$ cat config.mk
export PLATFORM = sky130hd
export DESIGN_NAME = fib_seq_ctrl
export DESIGN_NICKNAME = d
export VERILOG_FILES = /design/src/rtl/fib_seq_ctrl.sv
export SDC_FILE = /design/constraint.sdc
export NUM_CORES = 1
export LEC_CHECK = 0
export ABC_AREA = 1
export ABC_CLOCK_PERIOD_IN_PS = 2500
export CORE_ASPECT_RATIO = 1.75
export CORE_MARGIN = 5
export CORE_UTILIZATION = 40
export DETAILED_ROUTE_END_ITERATION = 8
export PLACE_DENSITY = 0.63
export REMOVE_ABC_BUFFERS = 1
export SYNTH_ARGS = -nofsm -noshare
export SYNTH_HDL_FRONTEND = slang
export SYNTH_SLANG_ARGS = --single-unit
$ cat constraint.sdc
create_clock -name clk -period 2.5 [get_ports clk]
set_input_delay 0.75 -clock clk [delete_from_list [all_inputs] [get_ports clk]]
set_output_delay 0.75 -clock clk [all_outputs]
set_load 0.02 [all_outputs]
$ cat src/rtl/fib_seq_ctrl.sv
// Paced sequencer for the 16-bit Fibonacci datapath.
// Issues term requests at TICK_HZ, captures results and flags timeout/wrap.
module fib_seq_ctrl #(
  parameter int CLK_HZ      = 100_000_000,
  parameter int TICK_HZ     = 10,
  parameter int MAX_TERMS   = 24,
  parameter int TIMEOUT_CYC = 16
) (
  input  logic        clk,
  input  logic        rst,
  input  logic        start,
  input  logic        stop,
  input  logic        pause,
  output logic        f_rst,
  output logic        f_en,
  input  logic        f_valid,
  input  logic [15:0] f_out,
  output logic [15:0] value,
  output logic        value_upd,
  output logic [4:0]  term_idx,
  output logic        busy,
  output logic        done,
  output logic        err
);

  localparam int DIV = CLK_HZ / TICK_HZ;
  localparam int DW  = $clog2(DIV);
  localparam int TW  = (TIMEOUT_CYC > 1) ? $clog2(TIMEOUT_CYC) : 1;

  localparam logic [DW-1:0] TICK_LAST = DW'(DIV - 1);
  localparam logic [TW-1:0] TMO_LAST  = TW'(TIMEOUT_CYC - 1);
  localparam logic [4:0]    TERM_LAST = 5'(MAX_TERMS);

  typedef enum logic [2:0] {
    S_IDLE,
    S_CLEAR,
    S_WAIT,
    S_REQ,
    S_DONE,
    S_ERR
  } state_t;

  state_t        r_state;
  state_t        w_nxt;
  logic [DW-1:0] r_tick;
  logic [TW-1:0] r_tmo;
  logic [15:0]   r_value;
  logic [4:0]    r_term;
  logic          r_upd;
  logic          r_f_rst;
  logic          r_f_en;
  logic          r_busy;
  logic          r_done;
  logic          r_err;

  logic          w_tick_hit;
  logic          w_tmo_hit;
  logic          w_wrap;
  logic          w_cap;
  logic [4:0]    w_term_nx;

  always_comb begin
    w_tick_hit = (r_tick == TICK_LAST);
    w_tmo_hit  = (r_tmo == TMO_LAST);
    w_term_nx  = r_term + 5'd1;
    w_wrap     = (r_term >= 5'd2) && (f_out < r_value);
    // a restart or abort wins over a same-cycle result
    w_cap      = (r_state == S_REQ) && f_valid
                 && !stop && !start && !w_wrap;
  end

  always_comb begin
    w_nxt = r_state;
    if (stop && (r_state != S_IDLE)) begin
      w_nxt = S_IDLE;
    end else if (start && !stop) begin
      w_nxt = S_CLEAR;
    end else begin
      unique case (r_state)
        S_IDLE:  w_nxt = S_IDLE;
        S_CLEAR: w_nxt = S_WAIT;
        S_WAIT: begin
          if (!pause && w_tick_hit) w_nxt = S_REQ;
        end
        S_REQ: begin
          if (f_valid) begin
            if (w_wrap)
              w_nxt = S_ERR;
            else if (w_term_nx == TERM_LAST)
              w_nxt = S_DONE;
            else
              w_nxt = S_WAIT;
          end else if (w_tmo_hit) begin
            w_nxt = S_ERR;
          end
        end
        S_DONE:  w_nxt = S_DONE;
        S_ERR:   w_nxt = S_ERR;
        default: w_nxt = S_IDLE;
      endcase
    end
  end

  always_ff @(posedge clk) begin
    if (rst) begin
      r_state <= S_IDLE;
      r_tick  <= '0;
      r_tmo   <= '0;
      r_value <= '0;
      r_term  <= '0;
      r_upd   <= 1'b0;
      r_f_rst <= 1'b0;
      r_f_en  <= 1'b0;
      r_busy  <= 1'b0;
      r_done  <= 1'b0;
      r_err   <= 1'b0;
    end else begin
      r_state <= w_nxt;
      r_f_rst <= (w_nxt == S_CLEAR);
      r_f_en  <= (w_nxt == S_REQ);
      r_busy  <= (w_nxt == S_CLEAR) || (w_nxt == S_WAIT)
                 || (w_nxt == S_REQ);
      r_done  <= (w_nxt == S_DONE);
      r_err   <= (w_nxt == S_ERR);
      r_upd   <= w_cap;

      if (r_state == S_CLEAR) begin
        r_value <= '0;
        r_term  <= '0;
      end else if (w_cap) begin
        r_value <= f_out;
        r_term  <= w_term_nx;
      end

      // counters restart whenever their state is entered afresh
      if ((r_state == S_WAIT) && (w_nxt == S_WAIT)) begin
        if (!pause) r_tick <= r_tick + 1'b1;
      end else begin
        r_tick <= '0;
      end

      if ((r_state == S_REQ) && (w_nxt == S_REQ))
        r_tmo <= r_tmo + 1'b1;
      else
        r_tmo <= '0;
    end
  end

  assign f_rst     = r_f_rst;
  assign f_en      = r_f_en;
  assign value     = r_value;
  assign value_upd = r_upd;
  assign term_idx  = r_term;
  assign busy      = r_busy;
  assign done      = r_done;
  assign err       = r_err;

endmodule

Word level (Yosys, flattened, before mapping)
Cells that the tools add are included.
{"block": "word_totals", "ff_bits": 58, "input_bits": 22, "out_inout_bits": 27}
{"block": "classes", "addsub": 3, "n_lt_le_gt_ge": 2, "eq_ne": 13, "muxes": 8, "bitwise_logic": 2, "n_reduce_logical": 20}
{"cell": "$add 24x1->24 const B", "n": 1}
{"cell": "$eq 24x24->1 const B", "n": 1}
{"cell": "$mux 3", "n": 7}
{"cell": "$lt 16x16->1", "n": 1}
{"cell": "$pmux 3 s5", "n": 1}
{"cell": "$eq 3x2->1 const B", "n": 4}
{"cell": "$eq 3x3->1 const B", "n": 4}
{"cell": "$logic_and 1x1->1", "n": 10}
{"cell": "$eq 3x1->1 const B", "n": 2}
{"cell": "$reduce_or 2->1", "n": 3}
{"cell": "$add 5x1->5 const B", "n": 1}
{"cell": "$eq 5x5->1 const B", "n": 1}
{"cell": "$ge 5x2->1 const B", "n": 1}
{"cell": "$add 4x1->4 const B", "n": 1}
{"cell": "$eq 4x4->1 const B", "n": 1}
{"cell": "$logic_not 1->1", "n": 4}
{"cell": "$reduce_bool 3->1", "n": 1}
{"cell": "$logic_or 1x1->1", "n": 2}
{"cell": "$not 1->1", "n": 2}

Longest topological paths before layout
Gate-level depths: netlist (run 1).
{"block": "depth", "ltp_word": 12, "depth_mapped": 19, "ltp_nobuf": 18}

Worst setup path before layout (run 1)
Ideal clock, no wire load.
{"block": "synth_timing", "path_type": "input -> register", "startpoint": "in f_out[9]", "endpoint": "reg r_tick[16]", "setup_ns": 0.119, "arrival_ns": 2.161, "required_ns": 2.381, "slack_ns": 0.221, "cell_stages": 16, "n_path_buf": 1, "path_cell_list": "ha_1 > nand2_1 > inv_1 > o21ai_1 > a21oi_1 > nor2_1 > nand2_2 > nand3_2 > nand2_1 > nand2_1 > nand2_1 > nand2_2 > nor2_4 > nand3_4 > buf_6 > nor2_2"}
{"block": "synth_between", "elab_chain_len": 11}
{"item": "from (decl)", "line": "17", "text": "input logic [15:0] f_out,"}
{"item": "$lt 16x16->1", "line": "66", "text": "w_wrap = (r_term >= 5'd2) && (f_out < r_value);"}
{"item": "$logic_and 1x1->1", "line": "66"}
{"item": "$mux 3", "line": "87", "text": "if (w_wrap)"}
{"item": "$mux 3", "line": "86", "text": "if (f_valid) begin"}
{"item": "$pmux 3 s5", "line": "79", "text": "unique case (r_state)"}
{"item": "$mux 3", "line": "76", "text": "end else if (start && !stop) begin"}
{"item": "$mux 3", "line": "74", "text": "if (stop && (r_state != S_IDLE)) begin"}
{"item": "$eq 3x2->1", "line": "136", "text": "if ((r_state == S_WAIT) && (w_nxt == S_WAIT)) begin"}
{"item": "$logic_and 1x1->1", "line": "136"}
{"item": "$not 1->1 (no source line)"}
{"item": "$reduce_or 2->1 (no source line)"}
{"item": "to (signal assigned)", "line": "137", "text": "if (!pause) r_tick <= r_tick + 1'b1;"}
{"item": "to (decl)", "line": "45", "text": "logic [DW-1:0] r_tick;"}
No other way between the ends.
A chain may end at the register's enable or synchronous reset.

Worst setup path in the final report (run 1)
{"block": "layout_timing", "startpoint": "in f_out[1]", "endpoint": "reg r_tick[17]"}
Same word-level chain as after synthesis.

==> reports/qor.csv, run 1 <==
metric;value;unit
setup_tns;0;ns
power.leakage;0.00165;uW
cp-end-kind;register;
cts_inserted_buffers;9;
htreeDepth;3;
timing.final.crit_share;0.961;
setup_viol;0;
clk_pin_slew_worst_paths;0.05;ns
place_congestion;0.864;
seq_area_frac_synth;0.386;
grt_pass1_wl;12.1;mm
drt_wl_total;7.41;mm
cts_tree;built;
yosysTopAreaCell;dfxtp_1;
yosysUniqueCellTypes;35;
grt_max_degree;25;
clock-root-buffer;clkbuf_16;
worst_ir_drop_vdd;0.323;mV
diodes;0;
finClkSkew;0.0107;ns
max_cap_violations;0;
area_growth;41.0;%
cts_hold_buf;0;
firstDrtPassIters;4;
final_nets;510;
crit_required;2.76;ns
antenna_found_initial;0;
power_density;528;nW/um^2
crit_family;simple AND/OR/NAND/NOR gates;
syn_area;3010;um^2
drive_gt1_frac;0.222;
fp.dieW;75.6;um
core_area;7460;um^2
path_buf_inv;2;
slew_viol_final;0;
cts.sinks;58;
io-pin-count;49;
ant_nets;0;
grt-busiest-layer;met2;
wire_per_inst;13.2;um
port_buffers;48;
drtIter0Drc;67;
rows;42;
final_core_util;0.569;
synth_edf_count;0;
clk_latency;0.33;ns
yosys.area.top_type_share;0.386;
critical_path_class;input pin to register;
synth.most_common_cell;dfxtp_1;
yosysWarnings;0;
slew_headroom;0.766;
die_area;9430;um^2
fillerInstances;709;
synthCells;387;
overflow;0;
timing.fmax;416;MHz
status;finished, final reports clean;
critPathSlowestCell;ha_1;
avgViaCountPerCell;4.92;
crit_chain;dlygate4sd2_1, ha_1, nand2_1, nand2_2, nand2_1, nand2_1, nand2_1, nand2_2, nand2_2, nand2_2, nand3_2, nand2_1, nand2_1, nand2_2, nand2_4, nor2_4, nand3_4, buf_8, nor2_2;
hold_path.class;register to register;
tightest_slew;0.349;ns
drcViolationCount;0;
vias;2753;
synth_ff_type;dfxtp_1;
finalHoldViolCount;0;
die_h;125;um
clockBufferDepth;2;
cpPeakStageDelay;0.27;ns
grt_usage;0.168;
dpl.hpwl;5.26;mm
arrival;2.67;ns
cpMostUsedCell;nand2_1;
grt_util_met3;0.0606;
grt_pass1_vias;2781;
synth_seq_cells;58;
use_met2;0.295;
cp-start-kind;input pin;
whs;0.453;ns
synth_common_cells;dfxtp_1, inv_1, nand2_1, nor2_1;
synthTopCellsByArea;dfxtp_1, ha_1, inv_1;
min_period;2.40;ns
postSynth.asyncResetShare;0;
synth.avg_cell_area;7.78;um^2
worst-path-max-fanout;6;
start_util;0.403;
grtUsageMet1;0.170;
-- per-layer routing --
layer | up-vias | wire (um) | part of all wire
met1 | 1275 | 2680 | 0.36
met3 | 15 | 368 | 0.050
li1 | 1406 | - | -
met5 | - | 0 | 0
met2 | 57 | 4170 | 0.56
met4 | 0 | 195 | 0.026
-- final cells by class --
cell class / count / area (um^2) / share of cell area
Multi-Input combinational cell: 265 / 1720 / 0.406
Sequential cell: 58 / 1160 / 0.274
Timing Repair Buffer: 77 / 748 / 0.176
Clock buffer: 10 / 229 / 0.0540
Inverter: 56 / 214 / 0.0504
Tap cell: 88 / 110 / 0.0259
Clock inverter: 6 / 57.6 / 0.0136
-- kinds of logic after synthesis --
group / Yosys count / share of synthesized area
flip-flops: 58 / 0.386
buffers and inverters: 64 / 0.0881
AND/OR/NAND/NOR: 159 / 0.266
AO/OA/AOI/OAI: 63 / 0.109
adder cells (fa/ha/maj): 21 / 0.0873
XOR/XNOR: 21 / 0.0611
multiplexers: 1 / 0.00333
-- per-stage QoR --
stage / total power, uW / std cells / area, um^2 / setup WS (ns)
after floorplan: 1000 / 379 / 2960 / 0.150
after global placement: 1070 / 537 / 3740 / -0.414
after detailed placement: 1070 / 537 / 3740 / -0.452
after CTS: 2260 / 563 / 4200 / 0.0148
after global routing: 2330 / 560 / 4240 / -0.0192
final: 2240 / 560 / 4240 / 0.0974
-- cells in the final DEF (no fill, tap or decap), types with 17 or more instances in the layout --
cell type        instances
clkdlybuf4s50_1         32
ha_1                    18
a21oi_1                 25
nor2_1                  40
dfxtp_1                 58
buf_4                   23
nor2_2                  17
nand2_1                 43
inv_1                   53
o21ai_0                 27
-- worst paths after layout --
path              depth (start not counted)  slack [ns]       from          to
setup reg to reg                         17        0.36  value[11]  r_tick[17]
hold reg to reg                           1        0.45   r_tmo[0]    r_tmo[0]
hold / removal                            1        0.45   r_tmo[0]    r_tmo[0]
setup / recovery                         19         0.1   f_out[1]  r_tick[17]
-- flip-flops by register name, summed over array words and instances, names as in the netlist --
name	cells
busy	1
done	1
err	1
f_en	1
f_rst	1
r_state	3
r_tick	24
r_tmo	4
term_idx	5
value	16
value_upd	1
-- power by group --
group	switching [uW]	internal [uW]	leakage, uW	total (uW)
registers	0.927	928	0.000467	929
logic	63.2	58.7	0.00104	122
clock network	427	763	0.000142	1190
-- repair_timing --
| action | CTS | global route |
|---|---|---|
| endpoints found under the setup margin | 44 | 51 |
| gates cloned | 3 | 1 |
| setup buffers | 7 | 0 |
| pin swaps | 25 | 11 |
| resized for setup | 30 | 25 |
Power figures use the tool's default switching activity.
==> run 2, diff against run 1 <==
--- a/config.mk
+++ b/config.mk
@@ -7,11 +7,13 @@
 export LEC_CHECK = 0
 export ABC_AREA = 1
 export ABC_CLOCK_PERIOD_IN_PS = 2500
+export CELL_PAD_IN_SITES_DETAIL_PLACEMENT = 1
+export CELL_PAD_IN_SITES_GLOBAL_PLACEMENT = 1
 export CORE_ASPECT_RATIO = 1.75
 export CORE_MARGIN = 5
-export CORE_UTILIZATION = 40
+export CORE_UTILIZATION = 39
 export DETAILED_ROUTE_END_ITERATION = 8
-export PLACE_DENSITY = 0.63
+export PLACE_DENSITY = 0.79
 export REMOVE_ABC_BUFFERS = 1
 export SYNTH_ARGS = -nofsm -noshare
 export SYNTH_HDL_FRONTEND = slang
==> run 2 against run 1 <==
  * Global-route usage grew 4.6 points
  * Fmax decreased by 3.9%
  * Largest cell class unchanged
  * The run now ends with setup timing left
  * Critical endpoint is now r_tmo[2]
  * Non-clock buffer count rose by 19
  * Count of clock-buffer cells in the layout grew 1
  * Sequential cell count did not move
==> reports/qor.csv, run 2 (synthesis results as in run 1) <==
metric;value;unit;change
status;finished with violations;;was finished, final reports clean
violations;setup timing;;
die_h;126;um;was 125 um
min_period;2.50;ns;was 2.40 ns
clk_pin_slew_worst_paths;0.06;ns;was 0.05 ns
fillerInstances;879;;was 709
final_nets;529;;was 510
start_util;0.398;;was 0.403
cts_inserted_buffers;9;;unchanged
avgViaCountPerCell;5.31;;was 4.92
io-pin-count;49;;unchanged
pwr-share-seq;0.387;;was 0.415
timing.fmax;400;MHz;was 416 MHz
rows;42;;unchanged
final_common_cell;dfxtp_1;;unchanged
whs;0.488;ns;was 0.453 ns
regArea;1160;um^2;about the same
dpl.cell_count;537;;unchanged
cp-start-kind;input pin;;unchanged
die_area;9650;um^2;was 9430 um^2
firstDrtPassIters;5;;was 4
mostFrequentLayoutCells;dfxtp_1, inv_1, buf_4;;was dfxtp_1, inv_1, nand2_1
grt_pass1_wl;16.2;mm;was 12.1 mm
p_switching;570;uW;was 491 uW
cts_tree;built;;unchanged
area_growth;51.5;%;was 41.0%
clockBufferDepth;2;;unchanged
max_flop_register;r_tick;;unchanged
grt_max_degree;25;;unchanged
power;2400;uW;was 2240 uW
core_area;7570;um^2;was 7460 um^2
finClkSkew;0.0145;ns;was 0.0107 ns
stdcell_count;579;;was 560
combinationalPowerShare;0.070;;was 0.054
largest_register_ff_count;24;;unchanged
tightest_slew;0.430;ns;was 0.349 ns
multi_input_area;1860;um^2;was 1720 um^2
worst-path-max-fanout;4;;was 6
slew_headroom;0.710;;was 0.766
place_congestion;0.855;;was 0.864
drive_gt1_frac;0.320;;was 0.222
setup_viol;1;;was 0
drtIter0Drc;97;;was 67
fp.dieW;76.4;um;was 75.6 um
ant_nets;0;;unchanged
drcViolationCount;0;;unchanged
fin_ws;-0.000638;ns;was 0.0974 ns
cts.sinks;58;;unchanged
grt_setup_unrepaired;true;;
clockPowerShare;0.543;;was 0.531
power.leakage;0.00182;uW;was 0.00165 uW
max_cap_violations;0;;unchanged
cp-end-kind;register;;unchanged
htreeDepth;3;;unchanged
antenna_found_initial;0;;unchanged
wire_per_inst;21.1;um;was 13.2 um
vias;3072;;was 2753
dpl.hpwl;6.21;mm;was 5.26 mm
clk_latency;0.35;ns;was 0.33 ns
worst_ir_drop_vdd;0.410;mV;was 0.323 mV
finalHoldViolCount;0;;unchanged
crit_required;2.77;ns;was 2.76 ns
timing.final.crit_share;1.00;;was 0.961
critical_path_class;input pin to register;;unchanged
slew_viol_final;0;;unchanged
grt_usage;0.214;;was 0.168
grt_pass1_vias;3424;;was 2781
internal-power;1830;uW;was 1750 uW
hold_path.class;register to register;;unchanged
setup_tns;-0.000638;ns;was 0 ns
diodes;0;;unchanged
overflow;0;;unchanged
port_buffers;48;;unchanged
clock-root-buffer;clkbuf_16;;unchanged
power_density;526;nW/um^2;was 528 nW/um^2
p_sw_frac;0.238;;was 0.219
arrival;2.77;ns;was 2.67 ns
drt_wl_total;12.2;mm;was 7.41 mm
run 2: area by class of cell:
class,instances,share of cell area
Multi-Input combinational cell,265,0.408
Sequential cell,58,0.255
Timing Repair Buffer,96,0.199
Clock buffer,11,0.0554
Inverter,56,0.0469
Tap cell,88,0.0241
Clock inverter,5,0.0115
run 2: what timing repair did:
| action | in CTS | in global routing |
|---|---|---|
| pin swaps | 31 | 37 |
| endpoints found under the setup margin | 36 | 53 |
| setup buffers | 18 | 5 |
| gates cloned | 3 | 0 |
| hold buffers | 0 | 0 |
| resized for setup | 48 | 65 |
run 2: stage by stage:
stage,setup slack (ns),instance area (um^2),utilization
finish,-0.000638,4560,0.603
global route,-0.145,4560,0.603
CTS,0.000452,4380,0.579
detailed placement,-0.484,3740,0.494
global placement,-0.411,3740,0.494
floorplan,0.150,2960,-
run 2: power groups by stage:
stage / registers [uW] / logic (uW) / clock network, uW
6_report: 928 / 168 / 1300
5_1_grt: 927 / 183 / 1350
4_1_cts: 928 / 140 / 1280
3_5_place_dp: 948 / 123 / 0
3_3_place_gp: 948 / 119 / 0
2_1_floorplan: 949 / 50.8 / 0
run 2: worst paths after layout:
kind / from / slack, ns / cells after the start / endpoint
worst min-delay path: value[2] / 0.49 / 2 / value[2]
worst max-delay path: f_out[8] / -0.0006 / 14 / r_tmo[2]
worst min register to register: value[2] / 0.49 / 2 / value[2]
worst max register to register: value[14] / 0.05 / 13 / r_tick[20]
run 2: critical path, stage by stage:
cell and delay [ns]:
clkdlybuf4s15_1 0.20, ha_1 0.21, nand2_1 0.05, inv_1 0.05, o21ai_2 0.17, a21oi_2 0.08
nor2_2 0.14, buf_4 0.13, a21oi_2 0.06, o21ai_2 0.17, nand2_1 0.08, o21ai_0 0.18
nand3_1 0.28, nor2_1 0.19
run 2: metal layers:
layer	global-route usage	share of wire	wire length, um
met4	0.139	0.055	676
met2	0.417	0.58	7100
met3	0.0571	0.042	510
met1	0.184	0.32	3940
met5	0	0	0
